<file path="src/rtl/park_pkg.sv">
// Shared definitions for the car-park slot manager: FSM encoding, slot
// geometry and the default gate timeout.
package park_pkg;

  localparam int SLOTS            = 8;
  localparam int SLOT_W           = 3;
  localparam int GATE_TIMEOUT_DEF = 16;

  typedef enum logic [1:0] {
    IDLE     = 2'd0,
    GRANT    = 2'd1,
    WAIT_CAR = 2'd2
  } state_e;

endpackage : park_pkg

</file>
<file path="src/rtl/park_slot_manager_if.sv">
// Signal bundle between the car-park environment (master) and the slot
// manager (slave). The PARK_STATS_EN macro adds the statistics counters.
interface park_slot_manager_if;
  import park_pkg::*;

  logic              entry;
  logic [SLOT_W-1:0] park_number;
  logic              car_passed;
  logic              exit_req;
  logic [SLOT_W-1:0] exit_slot;
  logic [SLOTS-1:0]  parking_capacity;
  logic              gate_open;
  logic              ticket_valid;
  logic [SLOT_W-1:0] ticket_slot;
  logic              full;
  logic [3:0]        free_count;
  logic              deny;
  logic              exit_err;
`ifdef PARK_STATS_EN
  logic [15:0]       total_entries;
  logic [7:0]        total_timeouts;

  modport master (
    output entry, park_number, car_passed, exit_req, exit_slot,
    input  parking_capacity, gate_open, ticket_valid, ticket_slot, full,
           free_count, deny, exit_err, total_entries, total_timeouts
  );

  modport slave (
    input  entry, park_number, car_passed, exit_req, exit_slot,
    output parking_capacity, gate_open, ticket_valid, ticket_slot, full,
           free_count, deny, exit_err, total_entries, total_timeouts
  );
`else
  modport master (
    output entry, park_number, car_passed, exit_req, exit_slot,
    input  parking_capacity, gate_open, ticket_valid, ticket_slot, full,
           free_count, deny, exit_err
  );

  modport slave (
    input  entry, park_number, car_passed, exit_req, exit_slot,
    output parking_capacity, gate_open, ticket_valid, ticket_slot, full,
           free_count, deny, exit_err
  );
`endif

endinterface : park_slot_manager_if

</file>
<file path="src/rtl/park_popcount.sv">
// Counts the free (zero) bits of the occupancy bitmap.
module park_popcount
  import park_pkg::*;
(
  input  logic [SLOTS-1:0] map_i,
  output logic [3:0]       zeros_o
);

  // Sum the inverted occupancy bits.
  always_comb begin
    zeros_o = 4'd0;
    for (int i = 0; i < SLOTS; i++) begin
      zeros_o = zeros_o + {3'b000, ~map_i[i]};
    end
  end

endmodule : park_popcount

</file>
<file path="src/rtl/park_slot_manager.sv">
// Car-park occupancy keeper: owns the 8-slot bitmap, runs the entry-gate
// handshake (IDLE -> GRANT -> WAIT_CAR) and processes exits.
// Optional macro PARK_STATS_EN adds saturating entry/timeout counters.
module park_slot_manager
  import park_pkg::*;
#(
  parameter int GATE_TIMEOUT = GATE_TIMEOUT_DEF
) (
  input  logic                clk,
  input  logic                rst,
  park_slot_manager_if.slave  bus
);

  localparam logic [7:0] TO_LAST = 8'(GATE_TIMEOUT - 1);

  state_e            state_q, state_d;
  logic [7:0]        cnt_q, cnt_d;
  logic [SLOTS-1:0]  cap_q, cap_d;
  logic [SLOT_W-1:0] resv_q, resv_d;
  logic [SLOT_W-1:0] tslot_q, tslot_d;
  logic              gate_q, gate_d;
  logic              tvalid_q, tvalid_d;
  logic              deny_q, deny_d;
  logic              exit_err_q, exit_err_d;
  logic              full_q, full_d;
  logic [3:0]        free_q, free_d;
  logic              commit, abort;
  logic              reserved;

  // Next-state logic for the FSM, the occupancy bitmap and the pulses.
  always_comb begin
    // NOTE: every variable gets a default first, so no path can leave one
    // unassigned and infer a latch.
    state_d    = state_q;
    cnt_d      = cnt_q;
    cap_d      = cap_q;
    resv_d     = resv_q;
    tslot_d    = tslot_q;
    gate_d     = gate_q;
    tvalid_d   = 1'b0;
    deny_d     = 1'b0;
    exit_err_d = 1'b0;
    commit     = 1'b0;
    abort      = 1'b0;
    reserved   = (state_q != IDLE);

    // Exits are honoured in every state, except on a free or reserved slot.
    if (bus.exit_req) begin
      if (cap_q[bus.exit_slot] && !(reserved && bus.exit_slot == resv_q)) begin
        cap_d[bus.exit_slot] = 1'b0;
      end else begin
        exit_err_d = 1'b1;
      end
    end

    unique case (state_q)
      IDLE: begin
        gate_d = 1'b0;
        // Full check uses the pre-exit bitmap; an already-set slot is a fault.
        if (bus.entry) begin
          if (full_q || cap_q[bus.park_number]) begin
            deny_d = 1'b1;
          end else begin
            resv_d                 = bus.park_number;
            cap_d[bus.park_number] = 1'b1;
            tvalid_d               = 1'b1;
            tslot_d                = bus.park_number;
            state_d                = GRANT;
          end
        end
      end
      GRANT: begin
        gate_d  = 1'b1;
        cnt_d   = 8'd0;
        state_d = WAIT_CAR;
      end
      WAIT_CAR: begin
        if (bus.car_passed) begin
          gate_d  = 1'b0;
          commit  = 1'b1;
          state_d = IDLE;
        end else if (cnt_q == TO_LAST) begin
          cap_d[resv_q] = 1'b0;
          gate_d        = 1'b0;
          abort         = 1'b1;
          state_d       = IDLE;
        end else begin
          cnt_d  = cnt_q + 8'd1;
          gate_d = 1'b1;
        end
      end
      default: begin
        gate_d  = 1'b0;
        state_d = IDLE;
      end
    endcase

    full_d = &cap_d;
  end

  park_popcount u_popcount (
    .map_i   (cap_d),
    .zeros_o (free_d)
  );

  // State and output registers with synchronous reset.
  always_ff @(posedge clk) begin
    // NOTE: sequential state uses non-blocking assignments so every register
    // samples the pre-edge values regardless of statement order.
    if (rst) begin
      state_q    <= IDLE;
      cnt_q      <= 8'd0;
      cap_q      <= '0;
      resv_q     <= '0;
      tslot_q    <= '0;
      gate_q     <= 1'b0;
      tvalid_q   <= 1'b0;
      deny_q     <= 1'b0;
      exit_err_q <= 1'b0;
      full_q     <= 1'b0;
      free_q     <= 4'd8;
    end else begin
      state_q    <= state_d;
      cnt_q      <= cnt_d;
      cap_q      <= cap_d;
      resv_q     <= resv_d;
      tslot_q    <= tslot_d;
      gate_q     <= gate_d;
      tvalid_q   <= tvalid_d;
      deny_q     <= deny_d;
      exit_err_q <= exit_err_d;
      full_q     <= full_d;
      free_q     <= free_d;
    end
  end

  assign bus.parking_capacity = cap_q;
  assign bus.gate_open        = gate_q;
  assign bus.ticket_valid     = tvalid_q;
  assign bus.ticket_slot      = tslot_q;
  assign bus.full             = full_q;
  assign bus.free_count       = free_q;
  assign bus.deny             = deny_q;
  assign bus.exit_err         = exit_err_q;

`ifdef PARK_STATS_EN
  logic [15:0] entries_q;
  logic [7:0]  timeouts_q;

  // Saturating counters of committed and aborted entries.
  always_ff @(posedge clk) begin
    if (rst) begin
      entries_q  <= 16'd0;
      timeouts_q <= 8'd0;
    end else begin
      if (commit && entries_q != 16'hFFFF) entries_q  <= entries_q + 16'd1;
      if (abort && timeouts_q != 8'hFF)    timeouts_q <= timeouts_q + 8'd1;
    end
  end

  assign bus.total_entries  = entries_q;
  assign bus.total_timeouts = timeouts_q;
`endif

endmodule : park_slot_manager

</file>
<file path="src/flat_wrapper.sv">
// flat-port wrapper written by rule: the top's interface ports become plain ports
module park_slot_manager_flat import park_pkg::*;
#(
  parameter int GATE_TIMEOUT = GATE_TIMEOUT_DEF
)
  (clk, rst, bus_entry, bus_park_number, bus_car_passed, bus_exit_req, bus_exit_slot, bus_parking_capacity, bus_gate_open, bus_ticket_valid, bus_ticket_slot, bus_full, bus_free_count, bus_deny, bus_exit_err);
  park_slot_manager_if bus_i ();
  input  logic clk;
  input  logic rst;
  input wire logic [$bits(bus_i.entry)-1:0] bus_entry;
  input wire logic [$bits(bus_i.park_number)-1:0] bus_park_number;
  input wire logic [$bits(bus_i.car_passed)-1:0] bus_car_passed;
  input wire logic [$bits(bus_i.exit_req)-1:0] bus_exit_req;
  input wire logic [$bits(bus_i.exit_slot)-1:0] bus_exit_slot;
  output wire logic [$bits(bus_i.parking_capacity)-1:0] bus_parking_capacity;
  output wire logic [$bits(bus_i.gate_open)-1:0] bus_gate_open;
  output wire logic [$bits(bus_i.ticket_valid)-1:0] bus_ticket_valid;
  output wire logic [$bits(bus_i.ticket_slot)-1:0] bus_ticket_slot;
  output wire logic [$bits(bus_i.full)-1:0] bus_full;
  output wire logic [$bits(bus_i.free_count)-1:0] bus_free_count;
  output wire logic [$bits(bus_i.deny)-1:0] bus_deny;
  output wire logic [$bits(bus_i.exit_err)-1:0] bus_exit_err;
  assign bus_i.entry = bus_entry;
  assign bus_i.park_number = bus_park_number;
  assign bus_i.car_passed = bus_car_passed;
  assign bus_i.exit_req = bus_exit_req;
  assign bus_i.exit_slot = bus_exit_slot;
  assign bus_parking_capacity = bus_i.parking_capacity;
  assign bus_gate_open = bus_i.gate_open;
  assign bus_ticket_valid = bus_i.ticket_valid;
  assign bus_ticket_slot = bus_i.ticket_slot;
  assign bus_full = bus_i.full;
  assign bus_free_count = bus_i.free_count;
  assign bus_deny = bus_i.deny;
  assign bus_exit_err = bus_i.exit_err;
  park_slot_manager #(.GATE_TIMEOUT(GATE_TIMEOUT)) u_core (.clk(clk), .rst(rst), .bus(bus_i));
endmodule
</file>
<file path="config.mk">
export PLATFORM = sky130hd
export DESIGN_NAME = park_slot_manager_flat
export DESIGN_NICKNAME = d
export VERILOG_FILES = /design/src/rtl/park_pkg.sv /design/src/rtl/park_slot_manager_if.sv /design/src/rtl/park_popcount.sv /design/src/rtl/park_slot_manager.sv /design/src/flat_wrapper.sv
export SDC_FILE = /design/constraint.sdc
export NUM_CORES = 1
export LEC_CHECK = 0
export CORE_ASPECT_RATIO = 1.4
export CORE_UTILIZATION = 40
export DETAILED_ROUTE_END_ITERATION = 8
export DONT_BUFFER_PORTS = 1
export PLACE_DENSITY = 0.67
export SLEW_MARGIN = 40
export SYNTH_ARGS = -nofsm -noshare
export SYNTH_HDL_FRONTEND = slang
export SYNTH_SLANG_ARGS = --single-unit
</file>
<file path="constraint.sdc">
create_clock -name clk -period 5.3 [get_ports clk]
set_input_delay 1.06 -clock clk [delete_from_list [all_inputs] [get_ports clk]]
set_output_delay 1.06 -clock clk [all_outputs]
set_load 0.005 [all_outputs]
</file>
# [After elaboration in Yosys (flattened, before gate mapping)]
# Index checks and enable logic that the tools add are counted.
[word_totals] reg_bits=30 output_inout_bits=20 elab_cells=97
[classes] add_sub_neg=8 n_lt_le_gt_ge=6 eq_ne=9 muxes=31 n_bitwise=17 n_reduce_logical=16
[op_table] operator="8-bit 2-to-1 mux" count=8
[op_table] operator="8-bit case mux with 2 select lines" count=2
[op_table] operator="4-bit by 1-bit adder with 4-bit output" count=4
[op_table] operator="8-bit bitwise AND" count=2
[op_table] operator="8-bit inverter" count=2
[op_table] operator="3-bit by 4-bit less-than comparator with 1-bit output (second input constant)" count=3
[op_table] operator="1-bit inverter" count=12
[op_table] operator="1-bit 2-to-1 mux" count=10
[op_table] operator="1-bit demux with 3-bit select" count=3
[op_table] operator="3-bit by 1-bit greater-or-equal comparator with 1-bit output (second input constant)" count=3
[op_table] operator="3-bit AND reduction" count=3
[op_table] operator="8-bit by 1-bit adder with 8-bit output (second input constant)" count=1
[op_table] operator="8-bit by 4-bit equality test with 1-bit output (second input constant)" count=1
[op_table] operator="2-bit 2-to-1 mux" count=4
[op_table] operator="2-bit != test (second input constant)" count=4
[op_table] operator="8-bit bitwise OR" count=1
[op_table] operator="8-bit AND reduction" count=1
[op_table] operator="1-bit binary-select mux with 3-bit select" count=2
[op_table] operator="2-bit case mux with 3 select lines" count=1
[op_table] operator="1-bit logical AND" count=5
[op_table] operator="3-bit by 1-bit adder with 4-bit output" count=1
[op_table] operator="2-bit nonzero test" count=2
[op_table] operator="2-bit by 1-bit adder with 3-bit output" count=1
[op_table] operator="3-bit equality test" count=1
[op_table] operator="other kinds (10)" count=10

# [Depth between registers and ports, before layout]
# Gate-level depths: netlist of the first run.
[depth] ltp_word=20 mapped_depth=16

# [Modules after synthesis]
# Synthesis of the first run repeated with hierarchy kept, for this count alone.
[hier_totals] cells_unflattened=211 area_unflattened_um2=1926.8
[by_module_without_submodules] module="park_slot_manager" n_inst=1 cells_each=190 area_per_inst_um2=1747.9
[by_module_without_submodules] module="park_popcount" n_inst=1 cells_each=21 area_per_inst_um2=178.9

# [Worst setup path before layout of the first run]
# Ideal clock, no wire load.
[synth_timing] path_type="input -> register" start="in bus_park_number[0]" end="reg u_core.free_q[2] (netlist: u_core.bus.free_count[2])" setup_time_ns=0.128 arrival_time_ns=5.026 required_time_ns=5.172 path_slack_ns=0.147 path_stages=16 path_buffers=2 path_cell_list="buf_6 mux2_4 a221o_1 or3_1 buf_6 nor2_1 a22oi_1 nor2_1 fa_1 fa_1 fa_1 inv_1 ha_1 fa_1 xnor2_1 nor2_1"
[synth_via] elab_chain_cells=16 elab_cells_between_ends=27 classes_between="7 x add/sub; 2 x order compare; 7 x mux; 9 x bitwise; 2 x reduce/logical"
[synth_rtl] element="from (decl)" line="flat_wrapper.sv:11" source="input wire logic [$bits(bus_i.park_number)-1:0] bus_park_number;"
[synth_rtl] element="3-bit by 4-bit less-than comparator with 1-bit output (not written as such) / 3-bit by 1-bit greater-or-equal comparator with 1-bit output (equally long branches)" line="park_slot_manager.sv:65" source="cap_d[bus.park_number] = 1'b1;"
[synth_rtl] element="1-bit logical AND (not written as such)" line="park_slot_manager.sv:65"
[synth_rtl] element="1-bit 2-to-1 mux (not written as such)" line="park_slot_manager.sv:65"
[synth_rtl] element="1-bit demux with 3-bit select"
[synth_rtl] element="8-bit bitwise OR (no line)"
[synth_rtl] element="8-bit 2-to-1 mux *" line="park_slot_manager.sv:61" source="if (full_q || cap_q[bus.park_number]) begin"
[synth_rtl] element="8-bit 2-to-1 mux *" line="park_slot_manager.sv:60" source="if (bus.entry) begin"
[synth_rtl] element="8-bit case mux with 2 select lines *" line="park_slot_manager.sv:56" source="unique case (state_q)"
[synth_rtl] element="net u_core.cap_d[1]" line="park_slot_manager.sv:18" source="logic [SLOTS-1:0] cap_q, cap_d;"
[synth_rtl] element="1-bit inverter *" line="park_popcount.sv:13" source="zeros_o = zeros_o + {3'b000, ~map_i[i]};"
[synth_rtl] element="1-bit by 1-bit adder with 2-bit output *" line="park_popcount.sv:13"
[synth_rtl] element="2-bit by 1-bit adder with 3-bit output *" line="park_popcount.sv:13"
[synth_rtl] element="3-bit by 1-bit adder with 4-bit output *" line="park_popcount.sv:13"
[synth_rtl] element="4-bit by 1-bit adder with 4-bit output * (4 in series)" line="park_popcount.sv:13"
[synth_rtl] element="to (signal assigned)" line="park_slot_manager.sv:133" source="free_q <= free_d;"
[synth_rtl] element="to (decl)" line="park_slot_manager.sv:26" source="logic [3:0] free_q, free_d;"
# The timed path passes the listed nets; every way through them passes the cells marked *. The select of a mux whose other input is x is not followed.
# A chain may end at the register's enable or synchronous reset.

# [Worst setup path in the final report of the first run]
# Same ends and word-level chain as after synthesis.

==> results of run 1 <==
[worst max-delay path: cells and delay by family]
family | cells | cell delay (ns)
adder cells (fa/ha/maj) | 5 | 2.08
AND/OR/NAND/NOR | 4 | 0.84
buffers and inverters | 1 | 0.04
AO/OA/AOI/OAI | 2 | 0.52
XOR/XNOR | 1 | 0.16
multiplexers | 1 | 0.28
[layout by cell type (no fill, tap or decap), drive strengths merged, types with 2 or more instances in the layout]
cell type	instances
dfxtp	30
nor2	24
nand2	15
inv	9
xor2	9
nor2b	9
ha	9
nor4	8
mux2i	8
nor3	8
nand3	8
nand4	6
clkbuf	6
nand2b	5
o22ai	5
a21oi	4
fa	4
buf	4
mux2	4
nor3b	3
a22oi	3
o31ai	3
o21ai	3
a21o	3
a22o	2
nand4b	2
bufinv	2
or2b	2
[sequential cells by signal, indices dropped and copies added, names as in the netlist]
register / count
u_core.state_q: 2
u_core.bus.full: 1
u_core.bus.ticket_valid: 1
u_core.cnt_q: 8
u_core.bus.exit_err: 1
u_core.bus.deny: 1
u_core.bus.gate_open: 1
u_core.bus.free_count: 4
u_core.resv_q: 3
u_core.bus.parking_capacity: 8
[path summary, 6_finish.rpt]
| kind | end | slack, ns | cells after the start |
|---|---|---|---|
| setup / recovery | u_core.bus.free_count[2] | 0.48 | 14 |
| hold / removal | u_core.cnt_q[1] | 0.53 | 2 |
| setup reg to reg | u_core.bus.free_count[2] | 0.88 | 14 |
| hold reg to reg | u_core.cnt_q[1] | 0.53 | 2 |
[metrics by stage]
| stage | setup slack, ns | std cells | power (mW) | hold WS (ns) |
|---|---|---|---|---|
| after floorplan | 0.1467 | 209 | 0.4174 | 0.4909 |
| after global placement | 0.2407 | 266 | 0.4449 | 0.5094 |
| after detailed placement | 0.2168 | 266 | 0.4456 | 0.5235 |
| after CTS | 0.4979 | 274 | 0.7344 | 0.5397 |
| after global routing | 0.3155 | 274 | 0.7733 | 0.5658 |
| final | 0.4836 | 274 | 0.7310 | 0.5329 |
[area by class of cell]
cell class                 instances  area (um2)  area share [%]
inverter                           9       33.78           1.642
timing repair buffer               4       30.03           1.460
clock buffer                       6       82.58           4.015
tap                               62       77.57           3.771
multi-input combinational        161        1172           56.99
sequential                        30       600.6           29.20
clock inverter                     2       60.06           2.920
[cell families (layout without fill, tap and decap cells)]
| family | count (synthesis) | in the layout | synth area share (%) |
|---|---|---|---|
| buf+inv | 18 | 21 | 4.899 |
| flops | 30 | 30 | 32.21 |
| compound gates | 27 | 27 | 11.95 |
| mux | 12 | 12 | 6.913 |
| xor+xnor | 10 | 10 | 4.698 |
| fa+ha+maj | 13 | 13 | 10.34 |
| simple gates | 99 | 99 | 28.99 |
[power groups by stage]
stage	Clock, mW	Sequential (mW)	Combinational, mW
2_1_floorplan	0	0.271	0.146
3_3_place_gp	0	0.280	0.164
3_5_place_dp	0	0.281	0.165
4_1_cts	0.292	0.276	0.167
5_1_grt	0.304	0.280	0.189
6_report	0.289	0.276	0.166
[per-layer routing]
| layer | vias to the layer above | routed length (um) | track usage, % |
|---|---|---|---|
| li1 | 745 | - | - |
| met1 | 739 | 1628 | 19.73 |
| met2 | 44 | 2332 | 33.78 |
| met3 | 13 | 141 | 3.411 |
| met4 | 0 | 198 | 13.72 |
| met5 | - | 0 | 0 |
==> impl_metrics.yaml, run 1 <==
logic_synthesis:
  synth_most_common_cell: "dfxtp_1"
  yosys-top-cells-count: "30 x dfxtp_1, 24 x nor2_1, 15 x nand2_1"
  synth.distinct_cells: 47
  netlist.area_leader.share_pct: 32.21
  synth.net_count: 233
  synthTopCellsByArea: "dfxtp_1 32%, ha_1 6.0%, nor2_1 4.8%"
  netlist_area_mm2: 0.001864
  seq_area_frac_synth_pct: 32.21
  synthFlopType: "dfxtp_1"
  syn_area_per_cell_um2: 8.920
  synth_warnings: 0
  async_reset_ff_share_pct: 0
  synth_edf_count: 0
  netlist_instances: 209
  synth_top_cell_by_area: "dfxtp_1"
  ys_ff_latch: 30
min_path:
  worstHoldPathType: "reg2reg"
  min-delay-start: "u_core.cnt_q[1]"
detailed_routing:
  avgViaCountPerCell: 5.624
  drtIter0Drc: 71
  wl_um: 4300
  postRouteAntennaNets: 0
  drc_errors: 0
  wl_per_cell_um: 15.69
  vias: 1541
  drt-pass1-iter-count: 4
worst_setup_path:
  critPathLaunchType: "input pin"
  required_ns: 5.48
  cp_max_fo: 10
  timing.rr.start: "u_core.bus.parking_capacity[2]"
  worstSetupPathType: "in2reg"
  crit_arrival_ns: 5.00
  slowest_stage: "fa_1"
  cp_slowest_stage_delay_ns: 0.54
  cp_common_cell: "fa_1"
  cp-end-kind: "flop"
  crit_chain: "mux2_4 -> a221o_1 -> or3_1 -> nor2_1 -> a22oi_1 -> nor2_1 -> fa_1 -> fa_1 -> fa_1 -> inv_1 -> ha_1 -> fa_1 -> xnor2_1 -> nor2_1"
  cp-startpoint: "bus_park_number[0]"
clocking:
  h-tree-depth: 2
  cts.hold.buffers_added: 0
  cts_setup_buffers: 0
  cts_inserted_buffers: 5
  path_clk_slew_ns: 0.07
  cts_tree: "done"
  cts_resized: 0
  clk_latency_ns: 0.28
  clock_sinks: 30
  clockBufferDepth: 2
  cts-root-buf: "clkbuf_8"
sta:
  worstMarginPinSlew_ns: 0.5487
  fmax_mhz: 207.6
  rsz0062_at_grt: "false"
  post-route-period-util_pct: 90.87
  slew_violations: 0
  fin_crit_ns: 4.816
  setup_violations: 0
  hold_viol_final: 0
  relSlewSlack_pct: 63.11
  finClkSkew_ns: 0.004676
  fin_setup_tns_ns: 0
global_route:
  grt_max_degree: 26
  grt.total_usage_pct: 19.05
  grt_pass1_vias: 1479
  antenna_found_initial: 0
  grt_pass1_wl_um: 6879
  gr-total-overflow: 0
die:
  io-pin-count: 31
  die_w_um: 59.70
  dieArea_mm2: 0.004942
  fp.dieH_um: 82.78
  core-area_mm2: 0.004499
  initial_core_util_pct: 41.43
  rows: 29
final_layout:
  diodes: 0
  nets: 235
  fin_util_pct: 45.72
  design_area_mm2: 0.002057
  fill_cells: 468
  drive_gt1_share_pct: 11.32
  syn_to_final_growth_pct: 10.34
pwr:
  seq_power_share_pct: 37.7
  switching_share_pct: 27.58
  ir_worst_vdd_v: 0.0001278
  internal_power_mw: 0.5294
  leakage_nw: 0.7911
  powerDensity_mw_per_mm2: 355.4
  clkPwrFrac_pct: 39.5
  switchingPower_mw: 0.2016
  power_frac_comb_pct: 22.7
outcome:
  status: "finished clean"
placement:
  hpwl_um: 3332
  gp_congestion: 0.9279
  dpl_cell_area_mm2: 0.001914
  port_buffers: 0
run:
  maxCapViolCount: 0
(Power assumes the default switching activity.)
==> inputs of run 2 (changes only) <==
--- a/config.mk
+++ b/config.mk
@@ -7,6 +7,7 @@
 export LEC_CHECK = 0
 export CORE_ASPECT_RATIO = 1.4
 export CORE_UTILIZATION = 40
+export CTS_CLUSTER_SIZE = 24
 export DETAILED_ROUTE_END_ITERATION = 8
 export DONT_BUFFER_PORTS = 1
 export PLACE_DENSITY = 0.67
==> results of run 2 <==
No change in the layout: final DEF, timing and power equal those of run 1.
==> inputs of run 3 (changes only) <==
--- a/config.mk
+++ b/config.mk
@@ -5,12 +5,15 @@
 export SDC_FILE = /design/constraint.sdc
 export NUM_CORES = 1
 export LEC_CHECK = 0
+export CELL_PAD_IN_SITES_DETAIL_PLACEMENT = 0
+export CELL_PAD_IN_SITES_GLOBAL_PLACEMENT = 1
 export CORE_ASPECT_RATIO = 1.4
 export CORE_UTILIZATION = 40
+export CTS_BUF_LIST = sky130_fd_sc_hd__clkbuf_16
 export CTS_CLUSTER_SIZE = 24
 export DETAILED_ROUTE_END_ITERATION = 8
 export DONT_BUFFER_PORTS = 1
-export PLACE_DENSITY = 0.67
+export PLACE_DENSITY = 0.82
 export SLEW_MARGIN = 40
 export SYNTH_ARGS = -nofsm -noshare
 export SYNTH_HDL_FRONTEND = slang
==> run 3 against run 2 <==
  * Register-to-register slack lost 0.11 ns
  * Fmax shrank 2.4%
  * Non-clock buffer count is the same
  * Count of clock-buffer cells in the layout shrank 1
  * Sequential share of layout area is essentially flat
  * Worst setup slack lost 0.12 ns
  * Core utilization is essentially flat
  * Clock skew grew 0.0013 ns
  * Largest cell class unchanged
  * Largest power group is now registers
==> impl_metrics.yaml, run 3 (synthesis results as in run 1) <==
outcome:
  status: "finished clean"
pwr:
  clkPwrFrac_pct: 37.7
  leakage_nw: 0.7869
  power_frac_comb_pct: 23.7
  seq_power_share_pct: 38.6
  p_total_mw: 0.7126
  powerDensity_mw_per_mm2: 346.6
  internal_power_mw: 0.5006
  switchingPower_mw: 0.2120
  switching_share_pct: 29.75
  ir_worst_vdd_v: 0.0001340
clocking:
  clk_latency_ns: 0.28
  cts_inserted_buffers: 5
  cts_setup_buffers: 0
  cts_resized: 0
  clock_sinks: 30
  cts_tree: "done"
  cts-root-buf: "clkbuf_16"
  clockBufferDepth: 2
  cts.hold.buffers_added: 0
  path_clk_slew_ns: 0.05
  h-tree-depth: 2
worst_setup_path:
  slowest_stage: "fa_1"
  critPathLaunchType: "input pin"
  timing.rr.start: "u_core.bus.parking_capacity[3]"
  cp_slowest_stage_delay_ns: 0.56
  worstSetupPathType: "in2reg"
  cp-startpoint: "bus_park_number[0]"
  r2r_slack_ns: 0.77
  cp_max_fo: 10
  crit_arrival_ns: 5.10
  cp_common_cell: "fa_1"
  required_ns: 5.46
  cp-end-kind: "flop"
  r2r_end: "u_core.bus.free_count[2]"
  crit_chain: "mux2_4 -> a221o_1 -> or3_1 -> nor2_1 -> a22oi_1 -> nor2_1 -> fa_1 -> fa_1 -> fa_1 -> inv_1 -> ha_1 -> fa_1 -> xnor2_1 -> nor2_1"
  worst_r2r_path_depth: 14
global_route:
  grt_pass1_wl_um: 6748
  grt_use_met3_pct: 3.876
  grt_use_met1_pct: 18.42
  grt_busiest_layer: "met2"
  grt_pass1_vias: 1477
  antenna_found_initial: 0
  use_met2_pct: 33.89
  gr-total-overflow: 0
  grt_max_degree: 26
  grt.total_usage_pct: 18.99
sta:
  post-route-period-util_pct: 93.10
  finClkSkew_ns: 0.006008
  setup_violations: 0
  fin_setup_tns_ns: 0
  fmax_mhz: 202.7
  worstMarginPinSlew_ns: 0.5713
  relSlewSlack_pct: 61.59
  slew_violations: 0
  fin_crit_ns: 4.934
  hold_viol_final: 0
  rsz0062_at_grt: "false"
final_layout:
  fin_cells: 274
  final_common_cell: "dfxtp_1"
  syn_to_final_growth_pct: 10.27
  layout_common_cells: "30 x dfxtp_1, 24 x nor2_1, 15 x nand2_1"
  fill_cells: 473
  drive_gt1_share_pct: 10.85
  diodes: 0
  nets: 235
  multiInputGateArea_mm2: 0.001172
  regArea_um2: 600.6
min_path:
  min-delay-start: "u_core.cnt_q[1]"
  min_to: "u_core.cnt_q[1]"
  hold_depth: 2
  worstHoldPathType: "reg2reg"
die:
  rows: 29
  die_w_um: 59.70
  io-pin-count: 31
  initial_core_util_pct: 41.43
  fp.dieH_um: 82.78
  core-area_mm2: 0.004499
  dieArea_mm2: 0.004942
detailed_routing:
  drtIter0Drc: 99
  wl_per_cell_um: 15.91
  drc_errors: 0
  postRouteAntennaNets: 0
  avgViaCountPerCell: 5.522
  drt-pass1-iter-count: 4
  vias: 1513
  wl_um: 4360
placement:
  hpwl_um: 3413
  gp_congestion: 0.9335
  port_buffers: 0
  placed_cells: 266
run:
  maxCapViolCount: 0
[run 3: layout make-up]
class,count,area share [%]
clock buffers,5,6.086
clock inverters,3,0.7912
inverters,9,1.643
multi-input cells,161,57.03
flip-flops and latches,30,29.21
well taps,62,3.774
repair buffers,4,1.461
[run 3: critical path, delay by kind of cell]
kind            cells  cell delay [ns]
compound gates      2             0.53
mux                 1             0.27
buf+inv             1             0.05
xor+xnor            1             0.18
simple gates        4             0.88
fa+ha+maj           5             2.12
[run 3: worst max path at each step]
stage	to	depth (start not counted)
2_1_floorplan	u_core.bus.free_count[2]	16
4_1_cts	u_core.bus.free_count[2]	14
3_5_place_dp	u_core.bus.free_count[2]	14
3_3_place_gp	u_core.bus.free_count[2]	14
6_report	u_core.bus.free_count[2]	14
5_1_grt	u_core.bus.free_count[2]	14
[run 3: metal layers]
layer	up-vias	part of all wire, %
met5	-	0
met4	0	6.0
met3	18	3.1
met2	37	52
met1	713	39
li1	745	-
[run 3: power groups by stage]
stage	Sequential (mW)	Clock, mW	Combinational, mW
after CTS	0.275	0.273	0.171
after floorplan	0.271	0	0.146
after detailed placement	0.280	0	0.169
after global routing	0.279	0.287	0.194
after global placement	0.280	0	0.165
final	0.275	0.269	0.169
[run 3: stage by stage]
step                      setup WS [ns]  hold WS [ns]  cell area, um2  utilization, %
after global placement           0.2140        0.5072            1914           42.55
after detailed placement         0.1096        0.5262            1914           42.55
after global routing             0.2164        0.5692            2056           45.69
after floorplan                  0.1467        0.4909            1864               -
after CTS                        0.3830        0.5427            2056           45.69
final                            0.3658        0.5400            2056           45.69
